===== config.mk =====
export PLATFORM = sky130hd
export DESIGN_NAME = ipdc_window_engine
export DESIGN_NICKNAME = d
export VERILOG_FILES = /design/src/rtl/ipdc_pkg.sv /design/src/rtl/ipdc_frame_mem.sv /design/src/rtl/ipdc_window_engine.sv
export SDC_FILE = /design/constraint.sdc
export NUM_CORES = 2
export LEC_CHECK = 0
export BUFFER_PORTS_ARGS = -buffer_cell sky130_fd_sc_hd__buf_2
export CELL_PAD_IN_SITES_DETAIL_PLACEMENT = 1
export CELL_PAD_IN_SITES_GLOBAL_PLACEMENT = 2
export CORE_MARGIN = 2
export CORE_UTILIZATION = 50
export DETAILED_ROUTE_END_ITERATION = 8
export PLACE_DENSITY_LB_ADDON = 0.1
export SLEW_MARGIN = 20
export SYNTH_ARGS = -nofsm -noshare
export SYNTH_HDL_FRONTEND = slang
export SYNTH_SLANG_ARGS = --single-unit

===== constraint.sdc =====
create_clock -name i_clk -period 3.2 [get_ports i_clk]
set_clock_uncertainty 0.05 [all_clocks]
set_input_delay 0.32 -clock i_clk [delete_from_list [all_inputs] [get_ports i_clk]]
set_output_delay 0.32 -clock i_clk [all_outputs]
set_load 0.02 [all_outputs]

===== src/rtl/ipdc_pkg.sv =====
// Shared opcodes, FSM state encoding and width helpers for the image display controller.
package ipdc_pkg;

    localparam logic [3:0] OP_LOAD     = 4'd0;
    localparam logic [3:0] OP_RIGHT    = 4'd1;
    localparam logic [3:0] OP_LEFT     = 4'd2;
    localparam logic [3:0] OP_UP       = 4'd3;
    localparam logic [3:0] OP_DOWN     = 4'd4;
    localparam logic [3:0] OP_ZOOM_IN  = 4'd5;
    localparam logic [3:0] OP_ZOOM_OUT = 4'd6;
    localparam logic [3:0] OP_GRAY_ON  = 4'd7;
    localparam logic [3:0] OP_GRAY_OFF = 4'd8;

    typedef enum logic [1:0] {
        ST_IDLE,
        ST_LOAD,
        ST_RD,
        ST_DISP
    } ipdc_state_e;

    function automatic int ipdc_coord_w(input int n);
        return (n > 1) ? $clog2(n) : 1;
    endfunction

    function automatic int ipdc_addr_w(input int w, input int h);
        return $clog2(w * h);
    endfunction

endpackage


===== src/rtl/ipdc_frame_mem.sv =====
// Frame buffer: flip-flop array with one synchronous write port and one registered read port.
module ipdc_frame_mem #(
    parameter int DEPTH = 64,
    parameter int DW    = 24,
    parameter int AW    = 6
) (
    input  logic          clk,
    input  logic          rst,
    input  logic          wr_en,
    input  logic [AW-1:0] wr_addr,
    input  logic [DW-1:0] wr_data,
    input  logic [AW-1:0] rd_addr,
    output logic [DW-1:0] rd_data
);

    logic [DW-1:0] mem [DEPTH];

    // Pixel storage is intentionally left out of reset; a reset must not erase a loaded frame.
    always_ff @(posedge clk) begin
        if (wr_en) begin
            mem[wr_addr] <= wr_data;
        end
    end

    always_ff @(posedge clk or posedge rst) begin
        if (rst) begin
            rd_data <= '0;
        end else begin
            rd_data <= mem[rd_addr];
        end
    end

endmodule


===== src/rtl/ipdc_window_engine.sv =====
// Display controller: frame load, movable/resizable window streaming and optional grayscale output.
module ipdc_window_engine
    import ipdc_pkg::*;
#(
    parameter int IMG_W   = 8,
    parameter int IMG_H   = 8,
    parameter int CH_W    = 8,
    parameter int NCH     = 3,
    parameter int WIN_MAX = 4
) (
    input  logic                i_clk,
    input  logic                i_rst,
    input  logic                i_op_valid,
    input  logic [3:0]          i_op_mode,
    output logic                o_op_ready,
    input  logic                i_in_valid,
    input  logic [NCH*CH_W-1:0] i_in_data,
    output logic                o_in_ready,
    output logic                o_out_valid,
    output logic [NCH*CH_W-1:0] o_out_data
);

    localparam int XW   = ipdc_coord_w(IMG_W);
    localparam int YW   = ipdc_coord_w(IMG_H);
    localparam int CW   = ipdc_coord_w(WIN_MAX);
    localparam int SZW  = CW + 1;
    localparam int AW   = ipdc_addr_w(IMG_W, IMG_H);
    localparam int DW   = NCH * CH_W;
    localparam int NPIX = IMG_W * IMG_H;

    ipdc_state_e    state;
    logic           op_ready, in_ready, out_valid, gray;
    logic [XW-1:0]  wx, nx, px;
    logic [YW-1:0]  wy, ny, py;
    logic [SZW-1:0] size, nsz;
    logic           ngray;
    logic [CW-1:0]  cx, cy;
    logic           rd_last, row_end, win_end;
    logic [AW-1:0]  ld_cnt, rd_addr;
    logic [DW-1:0]  rd_data, out_px;
    logic [CH_W+1:0] gsum;
    logic [CH_W-1:0] gval;

    ipdc_frame_mem #(
        .DEPTH (NPIX),
        .DW    (DW),
        .AW    (AW)
    ) u_mem (
        .clk     (i_clk),
        .rst     (i_rst),
        .wr_en   (in_ready && i_in_valid),
        .wr_addr (ld_cnt),
        .wr_data (i_in_data),
        .rd_addr (rd_addr),
        .rd_data (rd_data)
    );

    assign px      = wx + XW'(cx);
    assign py      = wy + YW'(cy);
    assign rd_addr = (AW'(py) << XW) | AW'(px);
    assign row_end = ({1'b0, cx} == size - SZW'(1));
    assign win_end = row_end && ({1'b0, cy} == size - SZW'(1));

    // Window update for the op being accepted; zoom-out clamps against the already-grown size.
    always_comb begin
        nx    = wx;
        ny    = wy;
        nsz   = size;
        ngray = gray;
        case (i_op_mode)
            OP_RIGHT:    if (32'(wx) + 32'(size) < IMG_W) nx = wx + XW'(1);
            OP_LEFT:     if (wx != '0) nx = wx - XW'(1);
            OP_UP:       if (wy != '0) ny = wy - YW'(1);
            OP_DOWN:     if (32'(wy) + 32'(size) < IMG_H) ny = wy + YW'(1);
            OP_ZOOM_IN:  if (size > SZW'(2)) nsz = size >> 1;
            OP_ZOOM_OUT: begin
                if (32'(size) < WIN_MAX) nsz = size << 1;
                if (32'(wx) > IMG_W - 32'(nsz)) nx = XW'(IMG_W - 32'(nsz));
                if (32'(wy) > IMG_H - 32'(nsz)) ny = YW'(IMG_H - 32'(nsz));
            end
            OP_GRAY_ON:  ngray = 1'b1;
            OP_GRAY_OFF: ngray = 1'b0;
            default:     ;
        endcase
    end

    always_ff @(posedge i_clk or posedge i_rst) begin
        if (i_rst) begin
            state     <= ST_IDLE;
            op_ready  <= 1'b0;
            in_ready  <= 1'b0;
            out_valid <= 1'b0;
            wx        <= '0;
            wy        <= '0;
            size      <= SZW'(WIN_MAX);
            gray      <= 1'b0;
            cx        <= '0;
            cy        <= '0;
            rd_last   <= 1'b0;
            ld_cnt    <= '0;
        end else begin
            case (state)
                ST_IDLE: begin
                    if (!op_ready) begin
                        op_ready <= 1'b1;
                    end else if (i_op_valid) begin
                        op_ready <= 1'b0;
                        if (i_op_mode == OP_LOAD) begin
                            state    <= ST_LOAD;
                            in_ready <= 1'b1;
                            ld_cnt   <= '0;
                        end else if (i_op_mode <= OP_GRAY_OFF) begin
                            state   <= ST_RD;
                            wx      <= nx;
                            wy      <= ny;
                            size    <= nsz;
                            gray    <= ngray;
                            cx      <= '0;
                            cy      <= '0;
                            rd_last <= 1'b0;
                        end
                    end
                end
                ST_LOAD: begin
                    if (i_in_valid) begin
                        ld_cnt <= ld_cnt + AW'(1);
                        if (ld_cnt == AW'(NPIX - 1)) begin
                            state    <= ST_IDLE;
                            in_ready <= 1'b0;
                            wx       <= '0;
                            wy       <= '0;
                            size     <= SZW'(WIN_MAX);
                            gray     <= 1'b0;
                        end
                    end
                end
                ST_RD, ST_DISP: begin
                    // Reads run one cycle ahead of o_out_valid; rd_last marks the final read already issued.
                    if (state == ST_DISP && rd_last) begin
                        state     <= ST_IDLE;
                        out_valid <= 1'b0;
                        op_ready  <= 1'b1;
                    end else begin
                        state     <= ST_DISP;
                        out_valid <= 1'b1;
                        if (win_end) begin
                            rd_last <= 1'b1;
                        end else if (row_end) begin
                            cx <= '0;
                            cy <= cy + CW'(1);
                        end else begin
                            cx <= cx + CW'(1);
                        end
                    end
                end
                default: state <= ST_IDLE;
            endcase
        end
    end

    always_comb begin
        gsum   = (CH_W+2)'(rd_data[0 +: CH_W])
               + ((CH_W+2)'(rd_data[CH_W +: CH_W]) << 1)
               + (CH_W+2)'(rd_data[2*CH_W +: CH_W]);
        gval   = gsum[CH_W+1:2];
        out_px = rd_data;
        if (gray) begin
            for (int unsigned k = 0; k < 3; k++) begin
                out_px[k*CH_W +: CH_W] = gval;
            end
        end
    end

    assign o_op_ready  = op_ready;
    assign o_in_ready  = in_ready;
    assign o_out_valid = out_valid;
    assign o_out_data  = out_valid ? out_px : '0;

endmodule


==> insert_results.sql <==
INSERT INTO impl_metrics (metric_group, metric, value, unit) VALUES
('synthesis', 'syn_inst', '3132', ''),
('cts', 'cts-buffers-inserted', '165', ''),
('cts', 'cts_tree', 'yes', ''),
('place', 'postPlaceCellArea', '66650', 'sq um'),
('synthesis', 'synthesis.area', '62080', 'sq um'),
('sta', 'slew_at_the_pin_closest_to_its_max_slew_limit', '1110', 'ps'),
('global_routing', 'grt_pass1_wl', '255400', 'um'),
('die', 'die_h', '356.4', 'um'),
('global_routing', 'grt_antenna_before_repair', '3', ''),
('sta', 'timing.final.ws_setup', '-586.1', 'ps'),
('finish', 'layout.cells.most_common', 'edfxtp_1', ''),
('route', 'drc', '0', ''),
('finish', 'finalInstanceArea', '74880', 'sq um'),
('sta', 'final.min_clock_period', '3786', 'ps'),
('cts', 'clock_tree.root_cell', 'clkbuf_16', ''),
('place', 'pre_cts_ws', '-802.6', 'ps'),
('sta', 'report.final.setup_viol', '46', ''),
('sta', 'max_freq', '264.1', 'MHz'),
('finish', 'seq_area', '47390', 'sq um'),
('outcome', 'run_status', 'finished, violations left', ''),
('setup_path', 'critical-path-top-cell-by-count', 'a21oi_2', ''),
('synthesis', 'mapped_nets', '3193', ''),
('die', 'die_footprint', '127000', 'sq um'),
('finish', 'multi_input_area', '15300', 'sq um'),
('finish', 'post_route_cells_drive_above_1_share', '36.91', '%'),
('die', 'rows', '129', ''),
('cts', 'htreeDepth', '4', ''),
('synthesis', 'ys_warn_count', '0', ''),
('synthesis', 'commonest_register_cell_after_synthesis', 'edfxtp_1', ''),
('die', 'fp.coreArea', '123500', 'sq um'),
('cts', 'clockBufferDepth', '3', ''),
('power_and_ir_drop', 'total_leakage_power', '24.32', 'nW'),
('global_routing', 'grt_max_degree', '65', ''),
('synthesis', 'ys_ff_latch', '1586', ''),
('synthesis', 'synth.yosys.seq_area_share', '76.32', '%'),
('power_and_ir_drop', 'max_ir_drop_vdd', '0.9779', 'mV'),
('sta', 'maxSlewHeadroom', '26.00', '%'),
('sta', 'hold_viol', '0', ''),
('setup_path', 'cp_num_buf_inv', '2', ''),
('synthesis', 'synth.distinct_cells', '65', ''),
('route', 'avgRoutedWirePerCell', '33.14', 'um'),
('synthesis', 'synth_edf_count', '1536', ''),
('setup_path', 'worst_endpoint_required_time', '2830', 'ps'),
('route', 'route.vias.total', '33010', ''),
('sta', 'layout_worst_path_cycle_share', '118.3', '%'),
('sta', 'setup_repair_after_global_routing_missed_its_margin', 'yes', ''),
('cts', 'cts.sink_count', '1586', ''),
('setup_path', 'critical_path.slowest_cell', 'fa_1', ''),
('route', 'drt_first_pass_iters', '5', ''),
('setup_path', 'critical_path.cell_chain', 'fa_1, buf_4, fa_2, a21o_1, a21oi_2, o21bai_1, a21oi_2, xor2_1, and2_4, nor2_2, buf_6', ''),
('setup_path', 'setup.worst_path.end_class', 'output port', ''),
('sta', 'finalHoldWorstSlack', '24.03', 'ps'),
('min_path', 'hold_class', 'in -> reg', ''),
('global_routing', 'globalRouteTotalUtil', '28.45', '%'),
('flow_run', 'max_cap_viol_count', '0', ''),
('place', 'dpl.hpwl', '107500', 'um'),
('finish', 'area_growth_from_synthesis_to_final_layout', '20.63', '%'),
('power_and_ir_drop', 'p_total', '82.18', 'mW'),
('synthesis', 'synthesis.area_per_instance', '19.82', 'sq um'),
('finish', 'finalNetCount', '3655', ''),
('cts', 'cts.reportedPaths.clkPinSlew', '60', 'ps'),
('synthesis', 'async_flop_share', '3.153', '%'),
('setup_path', 'cpLargestDelayFamily', 'adder cells', ''),
('setup_path', 'critical_path_arrival', '3420', 'ps'),
('setup_path', 'cp_max_fo', '3', ''),
('outcome', 'failed_checks', 'setup timing', ''),
('finish', 'final_cell_mix', 'edfxtp_1, mux4_2, buf_4, nand2_1, clkbuf_16', ''),
('route', 'drtIter0Drc', '3327', ''),
('finish', 'num-fill-cells', '10370', ''),
('setup_path', 'crit_path_start_kind', 'flop', ''),
('sta', 'drv_slew', '0', ''),
('power_and_ir_drop', 'power_per_cell_area', '1097', 'nW/um^2'),
('route', 'vias_per_cell', '6.154', ''),
('die', 'ios', '59', ''),
('route', 'drt.antenna.violating_nets', '0', ''),
('place', 'routabilityCongestion', '0.8825', ''),
('global_routing', 'grt_pass1_vias', '35280', ''),
('place', 'numPortBuffers', '58', ''),
('route', 'drt_wl_total', '177800', 'um'),
('die', 'die_w', '356.4', 'um'),
('global_routing', 'grt_remaining_overflow', '0', ''),
('die', 'floorplan.initialDensity', '50.27', '%'),
('setup_path', 'worst-setup-path-type', 'reg -> out', ''),
('setup_path', 'cpPeakStageDelay', '500', 'ps'),
('cts', 'insertion_delay', '790', 'ps');
==> Yosys cell counts, drive strengths merged (14+ instances only) <==
library cell | count | share of area [%]
dfrtp | 49 | 2.0
nor2 | 178 | 1.1
mux2i | 32 | 0.52
clkbuf | 99 | 0.60
nor3 | 14 | 0.11
nand4 | 31 | 0.31
a21oi | 32 | 0.26
nand2 | 310 | 1.9
edfxtp | 1536 | 74
nand3 | 121 | 0.98
o21ai | 58 | 0.47
ha | 17 | 0.34
mux4 | 384 | 14
o22ai | 14 | 0.14
buf | 75 | 0.61
==> routing by layer <==
| metal | global-route usage [%] | share of wire (%) | vias to the layer above |
|---|---|---|---|
| li1 | - | - | 13650 |
| met3 | 3.913 | 5.2 | 292 |
| met1 | 37.80 | 40 | 17910 |
| met5 | 0 | 0 | - |
| met4 | 11.65 | 4.2 | 0 |
| met2 | 47.79 | 51 | 1155 |
==> kinds of logic (layout without fill, tap and decap cells) <==
family          Yosys count  count (layout)  share of synthesized area [%]
simple gates            700             700                          4.876
flops                  1586            1586                          76.32
compound gates          190             190                          1.979
xor+xnor                 24              24                         0.3386
buf+inv                 185             776                          1.272
mux                     418             418                          14.48
other cells               0               4                              0
fa+ha+maj                29              29                         0.7296
==> flip-flops by register name, indices dropped and copies added (netlist names), 2 cells and up <==
| name | count |
|---|---|
| cx | 2 |
| cy | 2 |
| ld_cnt | 6 |
| size | 3 |
| state | 2 |
| u_mem.mem | 1536 |
| u_mem.rd_data | 24 |
| wx | 3 |
| wy | 3 |
==> timing repair <==
action,in CTS,in global routing
resized for setup,298,156
endpoints found under the setup margin,48,49
pin swaps,87,107
hold buffers,8,0
hold endpoints to repair,41,0
gates cloned,13,5
setup buffers,67,40
==> final timing paths <==
kind	startpoint	to	slack (ps)	cells after the start
hold reg to reg	o_op_ready	o_op_ready	470	1
hold / removal	i_in_data[7]	u_mem.mem[11][7]	20	1
max in group asynchronous	i_rst	u_mem.rd_data[7]	2130	4
min in group asynchronous	i_rst	size[1]	120	3
setup reg to reg	wx[0]	u_mem.rd_data[23]	-190	11
setup / recovery	u_mem.rd_data[2]	o_out_data[13]	-590	11
==> through the flow <==
step | utilization [%] | cells | setup TNS [ps]
2_1_floorplan | - | 3132 | 0
6_report | 60.65 | 5364 | -11180
4_1_cts | 59.88 | 5326 | -11640
3_3_place_gp | 53.97 | 4949 | -6225
5_1_grt | 60.64 | 5360 | -15340
3_5_place_dp | 53.97 | 4949 | -7434
==> layout make-up <==
cell class	instances	area share [%]
antenna	4	0.01337
multi-input combinational	1361	20.43
inverter	11	0.05514
clock buffer	200	5.773
timing repair buffer	469	6.513
tap	1637	2.735
clock inverter	96	1.196
sequential	1586	63.29
==> power breakdown <==
part / internal [mW] / switching, mW
clock: 10.6 / 8.06
combinational: 19.3 / 20.3
sequential: 23.3 / 0.600
total: 53.2 / 28.9
==> worst register-to-register path, cell delays in order, from the launching register on <==
cell	delay (ps)
dfrtp_1	430
ha_4	180
fa_4	820
buf_6	130
buf_16	160
buf_8	150
buf_4	160
mux4_2	300
nand2_1	90
nand3_1	210
o2111ai_1	370
o21ai_4	170
Power figures use the tool's default switching activity.
